## config.mk

```make
export PLATFORM = sky130hd
export DESIGN_NAME = cdc_req_arbiter
export DESIGN_NICKNAME = d
export VERILOG_FILES = /design/src/rtl/cdc_arb_pkg.sv /design/src/rtl/cdc_req_arbiter_sync.sv /design/src/rtl/cdc_req_arbiter.sv
export SDC_FILE = /design/constraint.sdc
export NUM_CORES = 1
export LEC_CHECK = 0
export ABC_AREA = 1
export CAP_MARGIN = 10
export CORE_MARGIN = 3
export CORE_UTILIZATION = 55
export CTS_BUF_LIST = sky130_fd_sc_hd__clkbuf_16
export CTS_CLUSTER_DIAMETER = 80
export DETAILED_ROUTE_END_ITERATION = 10
export DONT_BUFFER_PORTS = 1
export GPL_TIMING_DRIVEN = 0
export PLACE_DENSITY = 0.66
export SYNTH_ARGS = -nofsm -noshare
export SYNTH_HDL_FRONTEND = slang
export SYNTH_HIERARCHICAL = 1
export SYNTH_SLANG_ARGS = --single-unit
```

## constraint.sdc

```tcl
create_clock -name clk_a -period 6.1 [get_ports clk_a]
set_input_delay 0.61 -clock clk_a [delete_from_list [all_inputs] [get_ports clk_a]]
set_output_delay 0.61 -clock clk_a [all_outputs]
set_load 0.01 [all_outputs]
```

## src/rtl/cdc_arb_pkg.sv

```systemverilog
// cdc_arb_pkg: shared types, defaults and round-robin pick
// for the cdc_req_arbiter slice.
package cdc_arb_pkg;

  typedef enum logic [1:0] {
    IDLE,
    REQ_HI,
    REQ_LO
  } state_t;

  localparam int N_REQ_DEF       = 4;
  localparam int DATA_W_DEF      = 8;
  localparam int SYNC_STAGES_DEF = 2;
  localparam int TIMEOUT_DEF     = 64;

  localparam int REQ_MAX = 16;
  localparam int IDX_W   = 4;

  // First set bit at or above ptr, wrapping at n.
  function automatic logic [IDX_W-1:0] rr_pick(
    input logic [REQ_MAX-1:0] req,
    input logic [IDX_W-1:0]   ptr,
    input int                 n
  );
    logic [IDX_W-1:0] win;
    logic             found;
    int               idx;
    win   = '0;
    found = 1'b0;
    for (int i = 0; i < REQ_MAX; i++) begin
      if (i < n) begin
        idx = int'(ptr) + i;
        if (idx >= n) idx = idx - n;
        if (!found && req[idx]) begin
          win   = idx[IDX_W-1:0];
          found = 1'b1;
        end
      end
    end
    return win;
  endfunction

endpackage

```

## src/rtl/cdc_req_arbiter_sync.sv

```systemverilog
// ack_synchroniser: brings the far-domain level ack
// into clk_a through a reset-to-0 flop chain.
module ack_synchroniser
  import cdc_arb_pkg::*;
#(
  parameter int STAGES = SYNC_STAGES_DEF
) (
  input  logic clk_a,
  input  logic rst_a,
  input  logic ack_async,
  output logic ack_s
);

  logic [STAGES-1:0] chain;

  // shift the asynchronous ack down the chain
  always_ff @(posedge clk_a or posedge rst_a) begin
    if (rst_a) chain <= '0;
    else       chain <= {chain[STAGES-2:0], ack_async};
  end

  assign ack_s = chain[STAGES-1];

endmodule

```

## src/rtl/cdc_req_arbiter.sv

```systemverilog
// cdc_req_arbiter: round-robin share of one 4-phase req/ack CDC channel.
// Optional REQ_HI watchdog enabled by defining CDC_ARB_TIMEOUT_EN.
module cdc_req_arbiter
  import cdc_arb_pkg::*;
#(
  parameter int N_REQ       = N_REQ_DEF,
  parameter int DATA_W      = DATA_W_DEF,
  parameter int SYNC_STAGES = SYNC_STAGES_DEF,
  parameter int TIMEOUT     = TIMEOUT_DEF
) (
  input  logic                    clk_a,
  input  logic                    rst_a,
  input  logic [N_REQ-1:0]        req_a,
  input  logic [N_REQ*DATA_W-1:0] data_a,
  output logic [N_REQ-1:0]        gnt_a,
  output logic [N_REQ-1:0]        done_a,
  output logic                    busy_a,
  output logic                    err_a,
  output logic                    xfer_req,
  output logic [DATA_W-1:0]       xfer_data,
  input  logic                    xfer_ack
);

  if (N_REQ < 2 || N_REQ > REQ_MAX) begin : g_bad_n
    $error("N_REQ must be 2..16");
  end
  if (SYNC_STAGES < 2) begin : g_bad_sync
    $error("SYNC_STAGES must be >= 2");
  end
  if (TIMEOUT < 1) begin : g_bad_to
    $error("TIMEOUT must be >= 1");
  end

  state_t             state;
  logic               ack_s;
  logic [IDX_W-1:0]   ptr;
  logic [IDX_W-1:0]   owner;
  logic [IDX_W-1:0]   win;
  logic [IDX_W-1:0]   win_nxt;
  logic [REQ_MAX-1:0] req_ext;
  logic [DATA_W-1:0]  win_data;

  ack_synchroniser #(
    .STAGES(SYNC_STAGES)
  ) u_sync (
    .clk_a    (clk_a),
    .rst_a    (rst_a),
    .ack_async(xfer_ack),
    .ack_s    (ack_s)
  );

  // widen requests and select the winner's data slice
  always_comb begin
    req_ext              = '0;
    req_ext[N_REQ-1:0]   = req_a;
    win_data             = '0;
    for (int i = 0; i < N_REQ; i++) begin
      if (win == IDX_W'(i)) win_data = data_a[i*DATA_W +: DATA_W];
    end
  end

  assign win     = rr_pick(req_ext, ptr, N_REQ);
  assign win_nxt = (win == IDX_W'(N_REQ-1)) ? '0 : win + 1'b1;
  assign busy_a  = (state != IDLE);

`ifdef CDC_ARB_TIMEOUT_EN
  localparam int CW = $clog2(TIMEOUT + 1);
  logic [CW-1:0] tcnt;
  logic          aborted;

  // handshake FSM with REQ_HI watchdog
  always_ff @(posedge clk_a or posedge rst_a) begin
    if (rst_a) begin
      state     <= IDLE;
      ptr       <= '0;
      owner     <= '0;
      gnt_a     <= '0;
      done_a    <= '0;
      err_a     <= 1'b0;
      xfer_req  <= 1'b0;
      xfer_data <= '0;
      tcnt      <= '0;
      aborted   <= 1'b0;
    end else begin
      gnt_a  <= '0;
      done_a <= '0;
      err_a  <= 1'b0;
      unique case (state)
        IDLE: begin
          if (|req_a && !ack_s) begin
            state     <= REQ_HI;
            xfer_req  <= 1'b1;
            xfer_data <= win_data;
            gnt_a     <= N_REQ'(1) << win;
            owner     <= win;
            ptr       <= win_nxt;
            tcnt      <= '0;
            aborted   <= 1'b0;
          end
        end
        REQ_HI: begin
          if (ack_s) begin
            xfer_req <= 1'b0;
            state    <= REQ_LO;
          end else if (tcnt == CW'(TIMEOUT-1)) begin
            err_a    <= 1'b1;
            aborted  <= 1'b1;
            xfer_req <= 1'b0;
            state    <= REQ_LO;
          end else begin
            tcnt <= tcnt + 1'b1;
          end
        end
        REQ_LO: begin
          if (!ack_s) begin
            if (!aborted) done_a <= N_REQ'(1) << owner;
            state <= IDLE;
          end
        end
        default: state <= IDLE;
      endcase
    end
  end
`else
  assign err_a = 1'b0;

  // handshake FSM, REQ_HI waits for ack indefinitely
  always_ff @(posedge clk_a or posedge rst_a) begin
    if (rst_a) begin
      state     <= IDLE;
      ptr       <= '0;
      owner     <= '0;
      gnt_a     <= '0;
      done_a    <= '0;
      xfer_req  <= 1'b0;
      xfer_data <= '0;
    end else begin
      gnt_a  <= '0;
      done_a <= '0;
      unique case (state)
        IDLE: begin
          if (|req_a && !ack_s) begin
            state     <= REQ_HI;
            xfer_req  <= 1'b1;
            xfer_data <= win_data;
            gnt_a     <= N_REQ'(1) << win;
            owner     <= win;
            ptr       <= win_nxt;
          end
        end
        REQ_HI: begin
          if (ack_s) begin
            xfer_req <= 1'b0;
            state    <= REQ_LO;
          end
        end
        REQ_LO: begin
          if (!ack_s) begin
            done_a <= N_REQ'(1) << owner;
            state  <= IDLE;
          end
        end
        default: state <= IDLE;
      endcase
    end
  end
`endif

endmodule
```

# Word-level counts from Yosys, hierarchy flattened
# Index checks and enable logic that the tools add are counted.
# totals
elab_cells,89
ff_bits,29
# classes
n_reduce_logical,16
muxes,39
n_lt_le_gt_ge,8
n_shift,2
eq_ne,8
addsub,8
# ops
cell,count
"32-bit by 6-bit less-than comparator with 1-bit output, second input constant",4
32-bit two-way mux,4
4-bit two-way mux,9
8-bit two-way mux,4
"5-bit by 3-bit subtractor with 6-bit output, second input constant",3
1-bit binary-select mux with 4-bit select,4
"5-bit by 3-bit greater-or-equal comparator with 1-bit output, second input constant",3
1-bit two-way mux,13
"4-bit by 2-bit adder with 5-bit output, second input constant",2
"4-bit by 2-bit == test with 1-bit output, second input constant",2
"1-bit by 4-bit left shift with 4-bit output, first input constant",2
2-bit two-way mux,3
2-bit one-hot mux with 3 select lines,1
3-bit AND reduction,2
"4-bit by 1-bit adder with 5-bit output, second input constant",1
"4-bit by 3-bit subtractor with 5-bit output, second input constant",1
"4-bit by 1-bit adder with 4-bit output, second input constant",1
"4-bit by 1-bit == test with 1-bit output, second input constant",1
"4-bit by 3-bit greater-or-equal comparator with 1-bit output, second input constant",1
1-bit logical AND,4
1-bit logical NOT,4
4-bit logical NOT,1
"2-bit inequality test, second input constant",2
2-bit nonzero test,2
7 further kinds,7

# Longest topological paths before layout
# Gate-level depths: netlist (run 1).
# logic_depth
depth_word,20
mapped_depth,24

# Cells and area by module
# The synthesis (run 1) kept the hierarchy.
# by_module_without_submodules
module,seq_area_each_um2,n_inst,cells_each,area_each_um2
cdc_req_arbiter,675.6,1,275,1915.6
ack_synchroniser,50.0,1,3,53.8

# Least setup slack after synthesis (run 1)
# OpenSTA, ideal clock, no wires.
# synth_path
path_kind,register -> register
start,register ptr[1]
end,register xfer_data[0]
period_less_slack_ps,3220
path_slack_ps,2880
path_stages_with_launch,23
t_arrival_ps,3143
path_cell_list,dfrtp_1 -> inv_1 -> ha_1 -> xor2_1 -> inv_1 -> ha_1 -> nand2_1 -> nand2_1 -> nor2_1 -> nand2_1 -> nand2_1 -> nand2_1 -> nor2_2 -> nand2_1 -> nand3_1 -> nand2_2 -> ha_1 -> clkbuf_1 -> nor2_1 -> a22oi_1 -> o21ai_0 -> nand2_1 -> a21oi_1
# synth_between
elab_chain_len,20
word_cells_on_any_way,48
# synth_rtl
element,line_no,text
from (decl),cdc_req_arbiter.sv:36,logic [IDX_W-1:0] ptr;
from (signal assigned),cdc_req_arbiter.sv:148,ptr <= win_nxt;
"parallel branches: the longest is 14 deep, another holds 5-bit by 3-bit subtractor with 6-bit output",--,
4-bit two-way mux (*),cdc_arb_pkg.sv:34,if (!found && req[idx]) begin
4-bit logical NOT,cdc_req_arbiter.sv:58,if (win == IDX_W'(i)) win_data = data_a[i*DATA_W +: DATA_W];
8-bit two-way mux (3 in series),cdc_req_arbiter.sv:58,
8-bit two-way mux (*),cdc_req_arbiter.sv:58,
to (signal assigned),cdc_req_arbiter.sv:145,xfer_data <= win_data;
to (decl),cdc_req_arbiter.sv:20,"output logic [DATA_W-1:0] xfer_data,"
# Every way passes the cells marked *. The select of a mux whose other input is x is not followed.
# A chain may end at the register's enable or synchronous reset.

# Final worst setup path (run 1)
# layout_path
start,register ptr[1]
end,register xfer_data[1]
# The elaborated chain is that of the path after synthesis.

==> impl_metrics.csv, run 1 <==
group,metric,value,unit
placed_design,placed_cell_area,2027,sq um
timing,rsz0062_at_grt,"no",
finish,final_cell_mix,"nand2_1, nor2_1, dfrtp_1",
finish,final_net_count,340,
finish,postLayoutCellArea,2165,sq um
clock_network,clkTransAtPathRegs,0.05,ns
timing,hold_viol_final,0,
global_route,grt_overflow_total,0,
detailed_routing,vias,1749,
global_route,antenna_found_initial,0,
finish,final_common_cell,"nand2_1",
detailed_routing,routed_wl,4.285,mm
die,row_count,21,
finish,drive_above_1_share,6.643,%
global_route,grt_pass1_wl,6.955,mm
placed_design,detailed_place_hpwl,3.299,mm
critical_path,cp-start-kind,"flip-flop",
placed_design,port_buffers,0,
timing,maxClockFrequency,256.3,MHz
synth,yosys_warnings,6,
status,status,"finished clean",
die,dieArea,4335,sq um
clock_network,cts_tree,"yes",
clock_network,htreeDepth,2,
global_route,grt_pass1_vias,1518,
clock_network,cts_buffers,5,
synth,synth_area_per_cell,7.084,sq um
clock_network,post_cts_buffers,0,
clock_network,clkLatencyLatePin,0.27,ns
timing,finalCriticalPeriod,3.901,ns
synth,muxShareOfSynthArea,0,%
synth,synth_top_family_by_area,"simple AND/OR/NAND/NOR gates",
timing,holdWs,0.07781,ns
power_and_ir_drop,max-vdd-ir-drop,0.5160,mV
power_and_ir_drop,leakagePower,1.139,nW
power_and_ir_drop,total_power,1.440,mW
synth,ys_ff_latch,29,
timing,tns,0,ns
clock_network,cts_sinks,29,
critical_path,cp.arrival,4.09,ns
timing,setup_ws,2.199,ns
synth,synth-compound-area-share,10.93,%
clock_network,post_cts_resized,0,
synth,syn_inst,278,
synth,synth_xor_area_share,1.334,%
job,drv_cap,0,
die,die_w,65.84,um
timing,worst_slew_pin_slew,0.9586,ns
critical_path,path_max_fanout,9,
timing,min_period_over_period,63.96,%
timing,final_max_slew_viol_count,0,
finish,antenna_cells,0,
global_route,grt_max_degree,28,
placed_design,gp_congestion,0.7891,
synth,syn_nets,333,
synth,synth_cell_types,25,
critical_path,path_class,"reg2reg",
die,top_level_ports,58,
die,initial_utilization,58.10,%
die,coreArea,3390,sq um
synth,synth_area,1969,sq um
timing,slew_headroom,36.02,%
power_and_ir_drop,power_density,665.0,nW/um^2
detailed_routing,drc,0,
placed_design,pre_cts_ws,2.232,ns
critical_path,cp-end-kind,"flip-flop",
synth,synthAdderAreaFrac,10.17,%
finish,areaGrowthSynthToFinish,9.911,%
detailed_routing,firstDrtPassIters,5,
clock_network,cts_root_buf,"clkbuf_16",
min_path,hp-class,"in2async",
detailed_routing,postRouteAntennaNets,0,
finish,fillers,306,
die,die_y,65.84,um
detailed_routing,routed_via_density,5.268,
detailed_routing,drt_iter0_drc,107,
clock_network,cts_buffer_depth,2,
timing,skew,0.003775,ns
synth,ys_seq_area_share,36.85,%
synth,synth-simple-area-share,32.34,%
detailed_routing,avgRoutedWirePerCell,12.91,um
timing,setup_viol,0,
critical_path,cp.required,6.29,ns
global_route,grt_use_total,20.88,%
clock_network,cts_hold_buf,0,
## routing by layer
layer | part of all wire (%) | up-vias | wire length, um | global-route usage [%]
met2 | 45 | 62 | 1931 | 30.29
met4 | 1.2 | 0 | 51 | 5.440
li1 | - | 906 | - | -
met3 | 7.5 | 6 | 323 | 3.571
met1 | 46 | 775 | 1978 | 31.85
met5 | 0 | - | 0 | 0
## final cells by class
type / count / area [sq um] / area share, %
buffer: 8 / 38.79 / 1.792
clock buffer: 5 / 125.1 / 5.780
clock inverter: 3 / 12.51 / 0.5780
inverter: 32 / 122.6 / 5.665
multi-input combinational: 209 / 1082 / 50.00
sequential: 29 / 725.7 / 33.53
tap: 46 / 57.56 / 2.659
## registers in the layout, indices dropped and copies added, names as in the netlist
name / count
xfer_data: 8
done_a: 4
gnt_a: 4
owner: 4
ptr: 4
state: 2
u_sync/chain: 2
xfer_req: 1
## cell families after synthesis
kind of cell | Yosys count
XOR/XNOR | 3
buffers and inverters | 40
adder cells (fa/ha/maj) | 16
AO/OA/AOI/OAI | 39
flip-flops | 29
other | 1
AND/OR/NAND/NOR | 150
## worst max-delay path, cell delays in order, from the launching register on
cell	delay [ns]
dfrtp_1	0.54
inv_1	0.24
ha_1	0.26
xor2_1	0.25
inv_1	0.10
ha_1	0.20
nand2_1	0.06
nand2_1	0.07
nor2_1	0.15
nand2_1	0.07
nand2_1	0.06
nand2_1	0.06
nor2_2	0.13
nand2_1	0.07
nand3_1	0.10
nand2_2	0.11
ha_1	0.21
clkbuf_1	0.18
nor2_1	0.40
a22oi_1	0.12
o21ai_0	0.18
nand2_1	0.09
a21oi_1	0.16
## through the flow
stage / util [%] / cells
2_1_floorplan: - / 278
3_3_place_gp: 59.80 / 324
3_5_place_dp: 59.80 / 324
4_1_cts: 63.86 / 332
5_1_grt: 63.86 / 332
6_report: 63.86 / 332
## synthesized netlist by cell type, drive strengths merged
cell type	count	area, sq um
nand3	28	145.1
buf	4	23.76
nor2	33	131.4
clkinv	2	7.510
dfrtp	29	725.7
a22oi	8	60.06
nand2	83	321.5
conb	1	3.750
inv	30	115.1
ha	16	200.2
nand3b	1	7.510
xor2	3	26.28
clkbuf	4	15.01
a21oi	17	85.08
and2	1	6.260
nand4	4	25.02
o21ai	14	70.06
## worst paths after layout
kind,startpoint,to,slack (ns),cells after the start
max in group asynchronous,rst_a,done_a[0]$_DFF_PP0_,5.06,1
worst min register to register,u_sync/chain[0]$_DFF_PP0_,u_sync/chain[1]$_DFF_PP0_,0.36,0
worst min-delay path,rst_a,u_sync/chain[0]$_DFF_PP0_,0.08,1
worst max-delay path,ptr[1]$_DFFE_PP0P_,xfer_data[1]$_DFFE_PP0P_,2.20,22
worst max register to register,ptr[1]$_DFFE_PP0P_,xfer_data[1]$_DFFE_PP0P_,2.20,22
min in group clk_a,u_sync/chain[0]$_DFF_PP0_,u_sync/chain[1]$_DFF_PP0_,0.36,0
## power breakdown
group,switching (mW),total [mW],internal (mW)
Combinational,0.596,0.895,0.299
Clock,0.0762,0.223,0.147
Sequential,0.0665,0.321,0.255
No activity file was read; power rests on OpenSTA's default activity.
==> run 2: changes to the inputs <==
--- a/config.mk
+++ b/config.mk
@@ -14,7 +14,7 @@
 export DETAILED_ROUTE_END_ITERATION = 10
 export DONT_BUFFER_PORTS = 1
 export GPL_TIMING_DRIVEN = 0
-export PLACE_DENSITY = 0.66
+export PLACE_DENSITY = 0.69
 export SYNTH_ARGS = -nofsm -noshare
 export SYNTH_HDL_FRONTEND = slang
 export SYNTH_HIERARCHICAL = 1
==> constraint.sdc (replaced) <==
create_clock -name clk_a -period 3.3 [get_ports clk_a]
set_input_delay 0.33 -clock clk_a [delete_from_list [all_inputs] [get_ports clk_a]]
set_output_delay 0.33 -clock clk_a [all_outputs]
set_load 0.01 [all_outputs]
==> run 2 against run 1 <==
  * Maximum frequency is 22% higher
  * Critical endpoint is now xfer_data[6]$_DFFE_PP0P_
  * Clock skew is 0.0029 ns higher
  * Register-to-register slack worse by 2.1 ns
  * Sequential share of layout area is 5.6 points lower
==> impl_metrics.csv, run 2 (synthesis results as in run 1) <==
group,metric,value,unit
status,status,"finished clean",
global_route,grt_use_total,23.09,%
detailed_routing,drc,0,
detailed_routing,postRouteAntennaNets,0,
die,initial_utilization,58.10,%
finish,areaGrowthSynthToFinish,32.59,%
finish,fillers,234,
finish,seqCellArea,729.5,sq um
timing,hold_viol_final,0,
timing,worst_slew_pin_slew,1.002,ns
min_path,hp-class,"in2reg",
die,coreArea,3390,sq um
detailed_routing,avgRoutedWirePerCell,15.65,um
global_route,grt_max_degree,28,
timing,setup_viol,0,
critical_path,cp-start-kind,"flip-flop",
timing,final_max_slew_viol_count,0,
global_route,grt_overflow_total,0,
finish,final_common_cell,"nand2_1",
placed_design,gp_congestion,0.8361,
timing,skew,0.006717,ns
critical_path,cpMostUsedCell,"nand2_1",
timing,slew_headroom,33.13,%
critical_path,worst_path_largest_cell_delay,0.49,ns
finish,largest_register_ffs,8,
global_route,grt_pass1_vias,1715,
clock_network,cts_sinks,29,
timing,finalCriticalPeriod,3.207,ns
clock_network,cts_buffers,5,
placed_design,detailed_place_hpwl,3.357,mm
placed_design,port_buffers,0,
detailed_routing,vias,1918,
clock_network,htreeDepth,2,
finish,drive_above_1_share,26.14,%
clock_network,cts_buffer_depth,2,
timing,min_period_over_period,97.19,%
critical_path,cp.arrival,3.40,ns
critical_path,cp-end-kind,"flip-flop",
detailed_routing,drt_iter0_drc,169,
finish,multi_input_area,1292,sq um
clock_network,clkLatencyLatePin,0.27,ns
critical_path,path_class,"reg2reg",
critical_path,cp.required,3.50,ns
die,top_level_ports,58,
critical_path,crit_family,"simple AND/OR/NAND/NOR gates",
die,die_y,65.84,um
finish,antenna_cells,0,
die,dieArea,4335,sq um
critical_path,path_max_fanout,8,
critical_path,crit_chain,"clkinv_4 > ha_2 > nand2_1 > nand2_2 > xor2_2 > inv_2 > ha_4 > nand2_2 > nand2_4 > nor2_4 > nand2_1 > nand2_1 > nand2_2 > nor2_4 > nand2_1 > nand3_2 > nand2_4 > ha_4 > nor2_4 > a22oi_2 > o21ai_1 > nand2_1 > a21oi_2",
finish,regMostFlops,"xfer_data",
clock_network,cts_root_buf,"clkbuf_16",
clock_network,clkTransAtPathRegs,0.05,ns
finish,final_net_count,360,
timing,holdWs,0.08450,ns
timing,maxClockFrequency,311.8,MHz
clock_network,cts_tree,"yes",
detailed_routing,routed_via_density,5.449,
die,die_w,65.84,um
detailed_routing,firstDrtPassIters,4,
global_route,antenna_found_initial,0,
job,drv_cap,0,
detailed_routing,routed_wl,5.510,mm
finish,final_cell_mix,"nand2_1, nor2_1, dfrtp_1",
global_route,grt_pass1_wl,7.679,mm
critical_path,worstPathBufferInverterCount,2,
critical_path,crit_slowest_cell,"dfrtp_2",
die,row_count,21,
-- run 2: metrics by stage --
step	instances	setup TNS [ns]	worst slack [ns]	instance area [sq um]	utilization [%]
floorplan	278	0	0.08007	1969	-
global placement	324	-3.746	-0.4431	2027	59.80
detailed placement	324	-4.759	-0.5736	2027	59.80
CTS	334	0	0.006790	2283	67.37
global route	352	-0.6837	-0.1139	2611	77.04
finish	352	0	0.09287	2611	77.04
-- run 2: cell type report --
class	count	share of cell area [%]
plain buffers	6	1.485
clock buffers	5	4.792
clock inverters	3	2.492
inverters	32	5.031
multi-input cells	209	49.50
flip-flops and latches	29	27.93
well taps	46	2.204
repair buffers	22	6.564
-- run 2: repair_timing --
item	4_1_cts	5_1_grt
hold buffers	1	0
resized for setup	13	52
setup buffers	3	18
pin swaps	3	21
setup endpoints to repair	9	10
hold endpoints to repair	2	0
-- run 2: path summary, 6_finish.rpt --
path                            slack [ns]  cells past startpoint                   endpoint                 startpoint
worst max-delay path                  0.09                     23   xfer_data[6]$_DFFE_PP0P_         ptr[1]$_DFFE_PP0P_
max in group asynchronous             2.43                      1         ptr[2]$_DFFE_PP0P_                      rst_a
worst max register to register        0.09                     23   xfer_data[6]$_DFFE_PP0P_         ptr[1]$_DFFE_PP0P_
worst min register to register        0.36                      0  u_sync/chain[1]$_DFF_PP0_  u_sync/chain[0]$_DFF_PP0_
worst min-delay path                  0.08                      0  u_sync/chain[0]$_DFF_PP0_                   xfer_ack
min in group asynchronous             0.19                      1         ptr[0]$_DFFE_PP0P_                      rst_a
-- run 2: metal layers --
layer | global-route usage, % | up-vias | routed length [um]
li1 | - | 944 | -
met1 | 33.30 | 896 | 2263
met2 | 34.42 | 72 | 2808
met3 | 5.952 | 6 | 387
met4 | 5.699 | 0 | 50
met5 | 0 | - | 0
Power of run 2 is left out: the tool's default activity adds up to more than one toggle a clock period on the data nets, which glitch-free logic cannot reach.
==> run 3: changes to the inputs <==
==> constraint.sdc (replaced) <==
create_clock -name clk_a -period 3.3 [get_ports clk_a]
set_input_delay 0.33 -clock clk_a [delete_from_list [all_inputs] [get_ports clk_a]]
set_output_delay 0.33 -clock clk_a [all_outputs]
set_load 0.05 [all_outputs]
==> results of run 3 <==
No change in the layout: final DEF, timing and power equal those of run 2.
Power of run 3 is left out for the same reason.
